File: src/rtl/pulse_width_decoder.sv
// ----------------------------------------------------------------------------
// pulse_width_decoder
//
// Receive-side counterpart of the bit-sync pulse stretcher. Measures the
// width of each stretched high pulse on din in clk32 cycles. A pulse of
// acceptable width becomes one single-cycle strobe on dout, and the
// measured width is latched on width. A pulse that is too short or too
// long instead raises a single-cycle err.
//
// Parameters:
//   MIN_W  minimum accepted pulse width in clk32 cycles (>= 1)
//   MAX_W  maximum accepted pulse width in clk32 cycles (>= MIN_W)
//   CW     width counter bits; needs MAX_W + 2 < 2**CW
//
// Ports:
//   clk32  in   system clock, 32 MHz
//   rst    in   asynchronous reset, active-low
//   din    in   stretched pulse input, synchronous to clk32
//   dout   out  one-cycle strobe per pulse with width in [MIN_W, MAX_W]
//   width  out  width of the last accepted pulse, held until the next one
//   err    out  one-cycle flag per pulse that is too short or too long
//
// Optional feature (macro PULSE_DEC_GLITCH_EN):
//   When defined, a single low cycle inside a pulse is bridged through a
//   GAP state, so two pulses separated by exactly one low cycle merge into
//   one. End-of-pulse events then come out one clock later.
// ----------------------------------------------------------------------------
module pulse_width_decoder #(
    parameter int unsigned MIN_W = 2,
    parameter int unsigned MAX_W = 8,
    parameter int unsigned CW    = 4
) (
    input  logic          clk32,
    input  logic          rst,
    input  logic          din,
    output logic          dout,
    output logic [CW-1:0] width,
    output logic          err
);

    localparam logic [CW-1:0] MinW = CW'(MIN_W);
    localparam logic [CW-1:0] MaxW = CW'(MAX_W);

    typedef enum logic [1:0] {
        StIdle,
        StHigh,
        StLong,
        StGap
    } state_e;

    state_e        state_q, state_d;
    logic          d_q;
    logic [CW-1:0] cnt_q, cnt_d;
    logic          dout_q, dout_d;
    logic          err_q, err_d;
    logic [CW-1:0] width_q, width_d;

    // Set when the current cycle closes a pulse and its width must be judged.
    logic          end_of_pulse;

`ifdef PULSE_DEC_GLITCH_EN
    // Width once the bridged low cycle and the current high cycle are counted.
    logic [CW-1:0] gap_sum;
`endif

    // ------------------------------------------------------------------------
    // State and output registers
    // ------------------------------------------------------------------------
    always_ff @(posedge clk32 or negedge rst) begin
        if (!rst) begin
            d_q     <= 1'b0;
            state_q <= StIdle;
            cnt_q   <= '0;
            dout_q  <= 1'b0;
            err_q   <= 1'b0;
            width_q <= '0;
        end else begin
            d_q     <= din;
            state_q <= state_d;
            cnt_q   <= cnt_d;
            dout_q  <= dout_d;
            err_q   <= err_d;
            width_q <= width_d;
        end
    end

    // ------------------------------------------------------------------------
    // Next-state logic; every decision looks at the registered d_q only.
    // ------------------------------------------------------------------------
    always_comb begin
        state_d      = state_q;
        cnt_d        = cnt_q;
        dout_d       = 1'b0;
        err_d        = 1'b0;
        width_d      = width_q;
        end_of_pulse = 1'b0;
`ifdef PULSE_DEC_GLITCH_EN
        gap_sum      = cnt_q + CW'(2);
`endif

        case (state_q)
            StIdle: begin
                if (d_q) begin
                    state_d = StHigh;
                    cnt_d   = CW'(1);
                end
            end

            StHigh: begin
                if (d_q) begin
                    if (cnt_q == MaxW) begin
                        // Too long: flag once now, then ride out the pulse.
                        state_d = StLong;
                        err_d   = 1'b1;
                        cnt_d   = '0;
                    end else begin
                        cnt_d = cnt_q + CW'(1);
                    end
                end else begin
`ifdef PULSE_DEC_GLITCH_EN
                    // Hold the count; one low cycle may still be a glitch.
                    state_d = StGap;
`else
                    end_of_pulse = 1'b1;
`endif
                end
            end

            StLong: begin
                // Already reported; no further err and never a dout.
                if (!d_q) begin
                    state_d = StIdle;
                end
            end

`ifdef PULSE_DEC_GLITCH_EN
            StGap: begin
                if (d_q) begin
                    if (gap_sum > MaxW) begin
                        state_d = StLong;
                        err_d   = 1'b1;
                        cnt_d   = '0;
                    end else begin
                        state_d = StHigh;
                        cnt_d   = gap_sum;
                    end
                end else begin
                    // Second low cycle: the pulse really ended.
                    end_of_pulse = 1'b1;
                end
            end
`endif

            default: begin
                state_d = StIdle;
                cnt_d   = '0;
            end
        endcase

        // Judge the width of a finished pulse. A too-short pulse leaves the
        // previously accepted width on the output untouched.
        if (end_of_pulse) begin
            if (cnt_q >= MinW && cnt_q <= MaxW) begin
                dout_d  = 1'b1;
                width_d = cnt_q;
            end else begin
                err_d = 1'b1;
            end
            state_d = StIdle;
            cnt_d   = '0;
        end
    end

    assign dout  = dout_q;
    assign err   = err_q;
    assign width = width_q;

endmodule

File: config.mk
export PLATFORM = sky130hd
export DESIGN_NAME = pulse_width_decoder
export DESIGN_NICKNAME = d
export VERILOG_FILES = /design/src/rtl/pulse_width_decoder.sv
export SDC_FILE = /design/constraint.sdc
export NUM_CORES = 1
export LEC_CHECK = 0
export ABC_AREA = 1
export ABC_CLOCK_PERIOD_IN_PS = 2100
export BUFFER_PORTS_ARGS = -buffer_cell sky130_fd_sc_hd__buf_2
export CORE_AREA = 2 2 39 41
export DETAILED_ROUTE_END_ITERATION = 6
export DIE_AREA = 0 0 41 43
export GPL_TIMING_DRIVEN = 0
export PLACE_DENSITY = 0.77
export SETUP_SLACK_MARGIN = 0.3
export SLEW_MARGIN = 0
export SYNTH_ARGS = -nofsm -noshare
export SYNTH_HDL_FRONTEND = slang
export SYNTH_SLANG_ARGS = --single-unit
File: constraint.sdc
create_clock -name clk32 -period 2.1 [get_ports clk32]
set_input_delay 0.21 -clock clk32 [delete_from_list [all_inputs] [get_ports clk32]]
set_output_delay 0.21 -clock clk32 [all_outputs]
set_load 0.005 [all_outputs]
* Yosys cells after proc, flatten, opt, wreduce, memory -nomap -nowiden
Cells that the tools add are included.
** Storage, ports and cells
- Word-level logic and storage cells :: 42
- Bits in registers :: 13
- Input bits :: 3
- Output and inout port bits :: 6
** Cells by class
- Muxes and demuxes :: 20
- $add $sub $neg :: 1
- Reduce and logical (&&, ||, !) cells :: 5
- $lt $le $gt $ge :: 2
- Equality and inequality tests :: 8
** Operators with widths (count)
- $mux 4 :: 4
- $ne 3x3->1 const B :: 4
- $pmux 4 s3 :: 1
- $mux 2 :: 5
- $mux 1 :: 9
- $pmux 2 s3 :: 1
- $add 4x1->4 const B :: 1
- $eq 4x4->1 const B :: 1
- $ge 4x2->1 const B :: 1
- $le 4x4->1 const B :: 1
- $reduce_and 4->1 :: 1
- $reduce_and 3->1 :: 1
- $eq 2x1->1 const B :: 1
- $eq 2x2->1 const B :: 1
- $logic_not 2->1 :: 1
- $ne 2x2->1 const B :: 1
- $reduce_and 2->1 :: 1
- $logic_and 1x1->1 :: 1

* Longest topological paths before layout
- Word-level depth :: 6
- Gate-level depth with buffers :: 9
- Mapped depth without buffers :: 9

* Worst setup path after synthesis
No wires, ideal clock.
- Path type :: reg2reg
- Start point :: register cnt_q[0]
- End point :: register width_q[1], in the netlist width[1]
- Path slack :: 0.912 ns
- Arrival :: 1.071 ns
- Setup time :: 0.117 ns
- Path buffers :: 0
- Stages on the path, launching flop included :: 10
- Data required time :: 1.983 ns
- Period minus slack after synthesis :: 1.188 ns
- Path through :: dfrtp_1 > inv_1 > ha_1 > inv_1 > nand2_2 > nand2_2 > nand2_4 > nand2_4 > nand2_1 > nand2_1
** On the way
- Cells in the longest elaborated chain, start to end :: 3
- Elaborated cells on any way between the ends :: 4
- Classes of those cells :: 2 x order compare; 2 x reduce/logical
** Ends and longest elaborated chain
- start: declaration :: RTL line 53 : logic [CW-1:0] cnt_q, cnt_d;
- start signal: assignment :: RTL line 80 : cnt_q <= cnt_d;
- $ge 4x2->1 or $le 4x4->1 (tied branches) :: RTL line 163 : if (cnt_q >= MinW && cnt_q <= MaxW) begin
- $logic_and 1x1->1 * :: RTL line 163
- $reduce_and 2->1 (no source line) *
- end signal: assignment :: RTL line 83 : width_q <= width_d;
- end: declaration :: RTL line 56 : logic [CW-1:0] width_q, width_d;
Mark *: on every way between the ends. The rest lies on a longest branch, timed or not.
A chain may end at the register's enable or synchronous reset.

* Final worst setup path
Ends and elaborated chain as after synthesis.

==> results.yml <==
synthesis:
  ys_seq_area_frac: 0.489
  synth_cell_types: 15
  syn_nets: 84
  synth_seq_cells: 13
  syn-instance-count: 79
  syn_area_sq_um: 666
  synthesis.yosys.warnings: 0
  synth_area_per_cell_sq_um: 8.43
drt:
  vias: 559
  drt_pre_antenna_iters: 4
  drc: 0
  routed_wl_mm: 1.21
  post_drt_wl_per_cell_um: 11.2
  drt_iter0_drc: 7
  routed_via_density: 5.18
  postRouteAntennaNets: 0
cts:
  clk_path_buf_depth: 2
  numCtsBuffers: 3
  clock_sinks: 13
  cts_root_buf: "clkbuf_4"
  cts_setup_buffers: 0
  post_cts_resized: 0
  clk_pin_slew_ps: 80
  clk_latency_ps: 280
  cts_max_level: 1
  cts_tree: "done"
worst_hold_path:
  min_path_type: "in -> reg"
die:
  num_rows: 14
  fp.coreArea_sq_um: 1380
  die_w_um: 41
  die_y_um: 43
  num_io_pins: 9
  initial_core_util: 0.481
  dieArea_sq_um: 1760
run:
  max_cap_violations: 0
placed_design:
  port_buffers: 8
  dpl-instance-area_sq_um: 726
  dp_hpwl_um: 899
  place.gp.congestion: 0.871
layout:
  fin_area_sq_um: 762
  nets: 98
  layout-drive-gt1-share: 0.207
  diodes: 0
  final_cell_mix: "nand2_1 (27), dfrtp_1 (13), inv_1 (12), buf_2 (8), nand3_1 (7)"
  mostFrequentLayoutCell: "nand2_1"
  syn_to_final_growth_pct: 14.5
worst_setup_path:
  worst_setup_path_start_kind: "flip-flop"
  crit_fanout: 6
  cp_data_arrival_time_ps: 1480
  worst-endpoint-required_ps: 2270
  cp-end-kind: "flip-flop"
  worst-setup-path-type: "reg -> reg"
  r2r_slack_ps: 790
pwr:
  p_per_area_nw_per_um2: 832
  power.leakage_nw: 0.453
  peakVddDrop_mv: 0.381
timing:
  finalSetupViolCount: 0
  finalMaxSlewViolations: 0
  grt_setup_unrepaired: "no"
  fmax_mhz: 765
  finClkSkew_ps: 1.27
  worstMarginPinSlew_ps: 291
  finalCriticalPeriod_ps: 1310
  hold_slack_ps: 34.8
  finalSetupTns_ps: 0
  fin_crit_sh: 0.623
  slew-limit-headroom: 0.806
  hold_violations: 0
global_routing:
  grt_pass1_vias: 492
  grt_max_degree: 14
  grt_overflow: 0
  grt_pass1_wl_mm: 2.00
  grt_usage: 0.170
  grt_antenna_before_repair: 0
status:
  outcome: "finished, final reports clean"
==> routing by layer <==
| layer | part of all wire | GRT usage | up-vias |
|---|---|---|---|
| met2 | 0.49 | 0.263 | 29 |
| met1 | 0.41 | 0.209 | 253 |
| li1 | - | - | 270 |
| met4 | 0.032 | 0.100 | 0 |
| met5 | 0 | 0 | - |
| met3 | 0.065 | 0.0314 | 7 |
==> critical path, stage by stage (launching register included) <==
cell	delay (ps)
dfrtp_1	420
inv_1	190
ha_1	170
inv_1	50
nand2_2	60
nand2_2	60
nand2_4	90
nand2_4	70
nand2_1	60
nand2_1	40
==> cell usage after synthesis <==
master / instances / share of area
nor2_1: 3 / 0.017
dfrtp_1: 13 / 0.49
ha_1: 2 / 0.038
nand3_4: 1 / 0.026
nand2_2: 3 / 0.028
o21ai_0: 1 / 0.0075
nand3_1: 7 / 0.053
nand2_1: 27 / 0.15
inv_1: 12 / 0.068
nor2_4: 2 / 0.034
o21ai_1: 2 / 0.015
a21oi_1: 1 / 0.0075
nand4_1: 2 / 0.019
nand2_4: 2 / 0.034
xor2_1: 1 / 0.013
==> cell families (layout without fill, tap and decap cells) <==
group | count (synthesis) | after routing | share of synthesized area
XOR/XNOR | 1 | 1 | 0.0132
AO/OA/AOI/OAI | 4 | 4 | 0.0301
flip-flops | 13 | 13 | 0.489
AND/OR/NAND/NOR | 47 | 47 | 0.363
buffers and inverters | 12 | 25 | 0.0677
adder cells (fa/ha/maj) | 2 | 2 | 0.0376
==> state kept, by name, indices dropped and copies added, names as in the netlist <==
| name | cells |
|---|---|
| state_q | 2 |
| cnt_q | 4 |
| dout | 1 |
| width | 4 |
| d_q | 1 |
| err | 1 |
==> timing repair <==
action,in CTS,in global routing
endpoints found under the setup margin,0,0
endpoints found under the hold margin,13,0
hold buffers,1,0
==> layout make-up <==
class	count	area, sq um
multi-input combinational	54	295
fill	137	622
sequential	13	325
clock buffer	4	26.3
tap	16	20.0
timing repair buffer	9	50.0
inverter	12	45.0
==> path summary, 6_finish.rpt <==
kind                           from  endpoint  cells after the start
max                        cnt_q[0]  width[1]                      9
min                             din       d_q                      1
max reg2reg                cnt_q[0]  width[1]                      9
min reg2reg                width[3]  width[3]                      2
max in group asynchronous       rst       d_q                      2
min in group asynchronous       rst       err                      2
==> power by group <==
part / leakage (nW) / switching (W) / total, W / internal [W]
sequential: 0.172 / 0.0000293 / 0.000316 / 0.000286
combinational: 0.266 / 0.000103 / 0.000164 / 0.0000617
clock: 0.0150 / 0.0000800 / 0.000154 / 0.0000737
==> through the flow <==
step	power [W]	cells	util	setup slack, ps
2_1_floorplan	0.000432	79	-	912
3_3_place_gp	0.000477	103	0.524	820
3_5_place_dp	0.000486	103	0.524	786
4_1_cts	0.000638	108	0.551	779
5_1_grt	0.000682	108	0.551	666
6_report	0.000634	108	0.551	792
(Power assumes the default switching activity.)
